<file path="src/rtl/tdm_demux.sv">
// tdm_demux: serial-to-parallel TDM demultiplexer.
//
// One valid serial bit per cycle is written into the channel slot named by an
// internal rotating counter. A full frame of N_CH bits is then presented in
// parallel under a valid/ready handshake.
//
// Ports
//   clk          rising-edge clock
//   rst          synchronous active-high reset
//   in_bit       serial data bit
//   in_valid     in_bit is valid this cycle
//   sync         (with in_valid) in_bit is channel 0 of a new frame
//   sel          channel slot the next valid bit will be written to
//   frame        last completed frame, bit i = channel i
//   frame_valid  frame holds an unconsumed frame
//   frame_ready  downstream accepts frame while frame_valid=1
//   resync       one-cycle pulse: sync arrived mid-frame, partial frame dropped
//   ovf          sticky: a completed frame overwrote an unconsumed one

package tdm_demux_pkg;
  // One serial beat as seen by every channel slot.
  typedef struct packed {
    logic valid;
    logic sync;
    logic data;
  } beat_t;
endpackage

// Per-channel slot: one accumulator bit plus its frame output bit.
module tdm_demux_slot
  import tdm_demux_pkg::*;
#(
  parameter bit FIRST = 1'b0   // slot is channel 0 (captures the sync bit)
) (
  input  logic  clk,
  input  logic  rst,
  input  beat_t beat,
  input  logic  hit,        // channel counter points at this slot
  input  logic  complete,   // the current beat completes a frame
  output logic  frame_bit
);
  logic acc;

  always_ff @(posedge clk) begin
    if (rst) begin
      acc <= 1'b0;
    end else if (beat.valid) begin
      // sync restarts the frame: channel 0 takes the bit, all others clear.
      if (beat.sync)  acc <= FIRST ? beat.data : 1'b0;
      else if (hit)   acc <= beat.data;
    end
  end

  // On completion only the last slot is hit; it takes the live bit because
  // its accumulator has not captured it yet.
  always_ff @(posedge clk) begin
    if (rst)           frame_bit <= 1'b0;
    else if (complete) frame_bit <= hit ? beat.data : acc;
  end
endmodule

module tdm_demux
  import tdm_demux_pkg::*;
#(
  parameter int N_CH  = 16,
  parameter int SEL_W = 4
) (
  input  logic             clk,
  input  logic             rst,
  input  logic             in_bit,
  input  logic             in_valid,
  input  logic             sync,
  output logic [SEL_W-1:0] sel,
  output logic [N_CH-1:0]  frame,
  output logic             frame_valid,
  input  logic             frame_ready,
  output logic             resync,
  output logic             ovf
);
  beat_t            beat;
  logic [SEL_W-1:0] ch;
  logic [N_CH-1:0]  hit;
  logic             last_ch;
  logic             complete;

  assign beat     = '{valid: in_valid, sync: sync, data: in_bit};
  assign last_ch  = (ch == SEL_W'(N_CH - 1));
  // A sync beat always writes channel 0, so it can never complete a frame.
  assign complete = in_valid & ~sync & last_ch;
  assign sel      = ch;

  for (genvar g = 0; g < N_CH; g++) begin : g_slot
    assign hit[g] = (ch == SEL_W'(g));
    tdm_demux_slot #(.FIRST(g == 0)) u_slot (
      .clk       (clk),
      .rst       (rst),
      .beat      (beat),
      .hit       (hit[g]),
      .complete  (complete),
      .frame_bit (frame[g])
    );
  end

  // Channel counter: sync jumps to 1 since its own bit already filled slot 0.
  always_ff @(posedge clk) begin
    if (rst)              ch <= '0;
    else if (in_valid) begin
      if (sync)           ch <= SEL_W'(1);
      else if (last_ch)   ch <= '0;
      else                ch <= ch + SEL_W'(1);
    end
  end

  always_ff @(posedge clk) begin
    if (rst) begin
      frame_valid <= 1'b0;
      ovf         <= 1'b0;
      resync      <= 1'b0;
    end else begin
      resync <= in_valid & sync & (ch != '0);
      // A completion keeps frame_valid high even if the old frame is consumed
      // on the same edge; only an unconsumed overwrite counts as overflow.
      if (complete) begin
        frame_valid <= 1'b1;
        if (frame_valid && !frame_ready) ovf <= 1'b1;
      end else if (frame_ready) begin
        frame_valid <= 1'b0;
      end
    end
  end
endmodule
</file>
<file path="config.mk">
export PLATFORM = sky130hd
export DESIGN_NAME = tdm_demux
export DESIGN_NICKNAME = d
export VERILOG_FILES = /design/src/rtl/tdm_demux.sv
export SDC_FILE = /design/constraint.sdc
export NUM_CORES = 1
export LEC_CHECK = 0
export ABC_AREA = 1
export CORE_AREA = 3 3 81 83
export CTS_CLUSTER_SIZE = 10
export DETAILED_ROUTE_END_ITERATION = 8
export DIE_AREA = 0 0 84 86
export PLACE_DENSITY = 0.57
export SLEW_MARGIN = 20
export SYNTH_ARGS = -nofsm -noshare
export SYNTH_HDL_FRONTEND = slang
export SYNTH_SLANG_ARGS = --single-unit
</file>
<file path="constraint.sdc">
create_clock -name clk -period 2.1 [get_ports clk]
set_clock_uncertainty 0.05 [all_clocks]
set_input_delay 0.42 -clock clk [delete_from_list [all_inputs] [get_ports clk]]
set_output_delay 0.42 -clock clk [all_outputs]
set_load 0.02 [all_outputs]
</file>
==> flow_metrics.env <==
export IMPL_synthCells=273
export IMPL_setup_ws_ns=0.179
export IMPL_status="finished clean"
export IMPL_cts_setup_buffers=0
export IMPL_globalplace_congestion=0.768
export IMPL_placed_area_um2=2250
export IMPL_grt_usage_pct=14.2
export IMPL_clk_path_buf_depth=2
export IMPL_critPathLaunchType="register"
export IMPL_cp_arrival_ns=1.45
export IMPL_synth_seq_cells=38
export IMPL_port_buffers=28
export IMPL_worstSkewPairLatency_ns=0.29
export IMPL_netlist_area_leader_share_pct=37.3
export IMPL_diodes=0
export IMPL_final_setup_viol_count=0
export IMPL_clk_pin_slew_ns=0.08
export IMPL_nets=294
export IMPL_gr_total_overflow=0
export IMPL_nFillCells=630
export IMPL_cp_slowest_cell="clkdlybuf4s50_1"
export IMPL_antenna_found_initial=0
export IMPL_worstMarginPinSlew_ns=0.414
export IMPL_drive_gt1_share_pct=14.0
export IMPL_dpl_hpwl_mm=3.09
export IMPL_antenna_left=0
export IMPL_min_period_ns=1.92
export IMPL_period_share_pct=91.5
export IMPL_die_x_um=84
export IMPL_viasPerCell=4.74
export IMPL_synth_area_per_cell_um2=7.48
export IMPL_pin_count=29
export IMPL_cts_sinks=38
export IMPL_drt_iter0_drc=90
export IMPL_crit_path_cell_trace="clkdlybuf4s50_1"
export IMPL_first_global_vias=1784
export IMPL_dp_slack_ns=0.165
export IMPL_root_buffer="clkbuf_8"
export IMPL_wl_per_cell_um=12.7
export IMPL_die_area_um2=7220
export IMPL_grt_max_degree=20
export IMPL_crit_fanout=9
export IMPL_first_pass_iters=4
export IMPL_ys_warn_count=0
export IMPL_rows=28
export IMPL_total_power_w=0.00136
export IMPL_seq_area_frac_synth_pct=37.3
export IMPL_holdWs_ns=0.414
export IMPL_synthTopCellsByArea="dfxtp_1, nand3_1, nand2_1"
export IMPL_yosysTopAreaCell="dfxtp_1"
export IMPL_p_per_area_nw_per_um2=583
export IMPL_final_cell_mix="nand2_1, nand3_1, dfxtp_1"
export IMPL_start_util_pct=34.5
export IMPL_worstHoldPathType="register to register"
export IMPL_cp_end_kind="output port"
export IMPL_syn_nets=283
export IMPL_grt_pass1_wl_mm=8.22
export IMPL_core_area_um2=5920
export IMPL_crit_required_ns=1.63
export IMPL_tns_ns=0
export IMPL_final_cell_area_um2=2340
export IMPL_hold_viol_final=0
export IMPL_cts_tree="built"
export IMPL_critPathMaxStageDelay_ns=0.67
export IMPL_cts_buffers=5
export IMPL_synth_distinct_cells=28
export IMPL_power_leakage_nw=0.883
export IMPL_drc_errors=0
export IMPL_critical_path_buf_inv_count=1
export IMPL_maxSlewViolCount=0
export IMPL_routed_wl_mm=4.59
export IMPL_slew_headroom_pct=72.3
export IMPL_vias=1707
export IMPL_worst_setup_path_type="register to output port"
export IMPL_grt_setup_unrepaired="no"
export IMPL_cts_resized=0
export IMPL_max_freq_mhz=520
export IMPL_maxCapViolations=0
export IMPL_crit_family="buffers and inverters"
export IMPL_cts_htree_levels=2
export IMPL_fp_dieH_um=86
export IMPL_final_common_cell="nand2_1"
export IMPL_ctsHoldBuffers=0
export IMPL_synth_area_um2=2040
export IMPL_ir_worst_vdd_mv=0.237
export IMPL_areaGrowthSynthToFinish_pct=14.5
cell families after synthesis:
| kind of cell | Yosys count | share of synthesized area, % |
|---|---|---|
| DFF | 38 | 37.3 |
| adders and majority gates | 4 | 2.45 |
| buffers and inverters | 60 | 16.8 |
| and+or+nand+nor | 116 | 27.6 |
| AOI/OAI and AO/OA | 55 | 15.9 |
stage by stage:
| step | instances | utilization [%] |
|---|---|---|
| floorplan | 273 | - |
| global placement | 352 | 37.9 |
| detailed placement | 352 | 37.9 |
| CTS | 360 | 39.5 |
| global route | 360 | 39.5 |
| finish | 360 | 39.5 |
area by class of cell:
type / count / area [um^2] / area share (%)
Timing Repair Buffer: 37 / 348 / 14.9
Clock buffer: 7 / 86.3 / 3.69
Sequential cell: 38 / 761 / 32.5
Inverter: 27 / 106 / 4.55
Tap cell: 75 / 93.8 / 4.01
Multi-Input combinational cell: 175 / 937 / 40.1
Clock inverter: 1 / 5.00 / 0.214
where the power goes:
group          internal [W]  total, W  switching [W]
registers          0.000725  0.000731     0.00000536
logic             0.0000383  0.000111      0.0000728
clock network      0.000265  0.000521       0.000256
total               0.00103   0.00136       0.000335
metal layers:
metal	wire length (um)	track usage, %
met5	0	0
met1	2120	17.1
met2	2160	23.7
met3	227	3.65
met4	81	6.43
worst min-delay path, cell delays in order (launching register included):
cell and delay, ns:
dfxtp_1 0.31, nand2_1 0.06, a21oi_1 0.05
registers in the layout, indices dropped and copies added, names as in the netlist:
signal / flops
frame_valid: 1
g_slot.u_slot.acc: 15
g_slot.u_slot.frame_bit: 16
ovf: 1
resync: 1
sel: 4
cell usage after synthesis:
master,instances
inv_2,1
dfxtp_1,38
a21oi_2,10
a211oi_2,1
nor2_4,2
nand2_2,3
nand3_4,1
o21a_1,1
buf_6,4
nor2_2,3
buf_2,2
buf_4,21
inv_6,1
nand4_1,4
ha_1,4
nand2_1,43
o21ai_1,1
nand3_1,38
nor2_1,18
nand2_4,1
a21oi_1,25
nor2_8,1
o21ai_0,16
o22ai_1,1
clkbuf_2,1
nor3_1,2
inv_1,25
clkbuf_1,5
path summary, 6_finish.rpt:
path / from / end / slack, ns / cells past startpoint
max: sel[2] / sel[2] / 0.18 / 1
max reg2reg: sel[0] / g_slot[3].u_slot.frame_bit / 0.53 / 5
min: g_slot[11].u_slot.acc / g_slot[11].u_slot.acc / 0.41 / 2
min reg2reg: g_slot[11].u_slot.acc / g_slot[11].u_slot.acc / 0.41 / 2
Note: power is estimated with default switching activity, not from simulation.
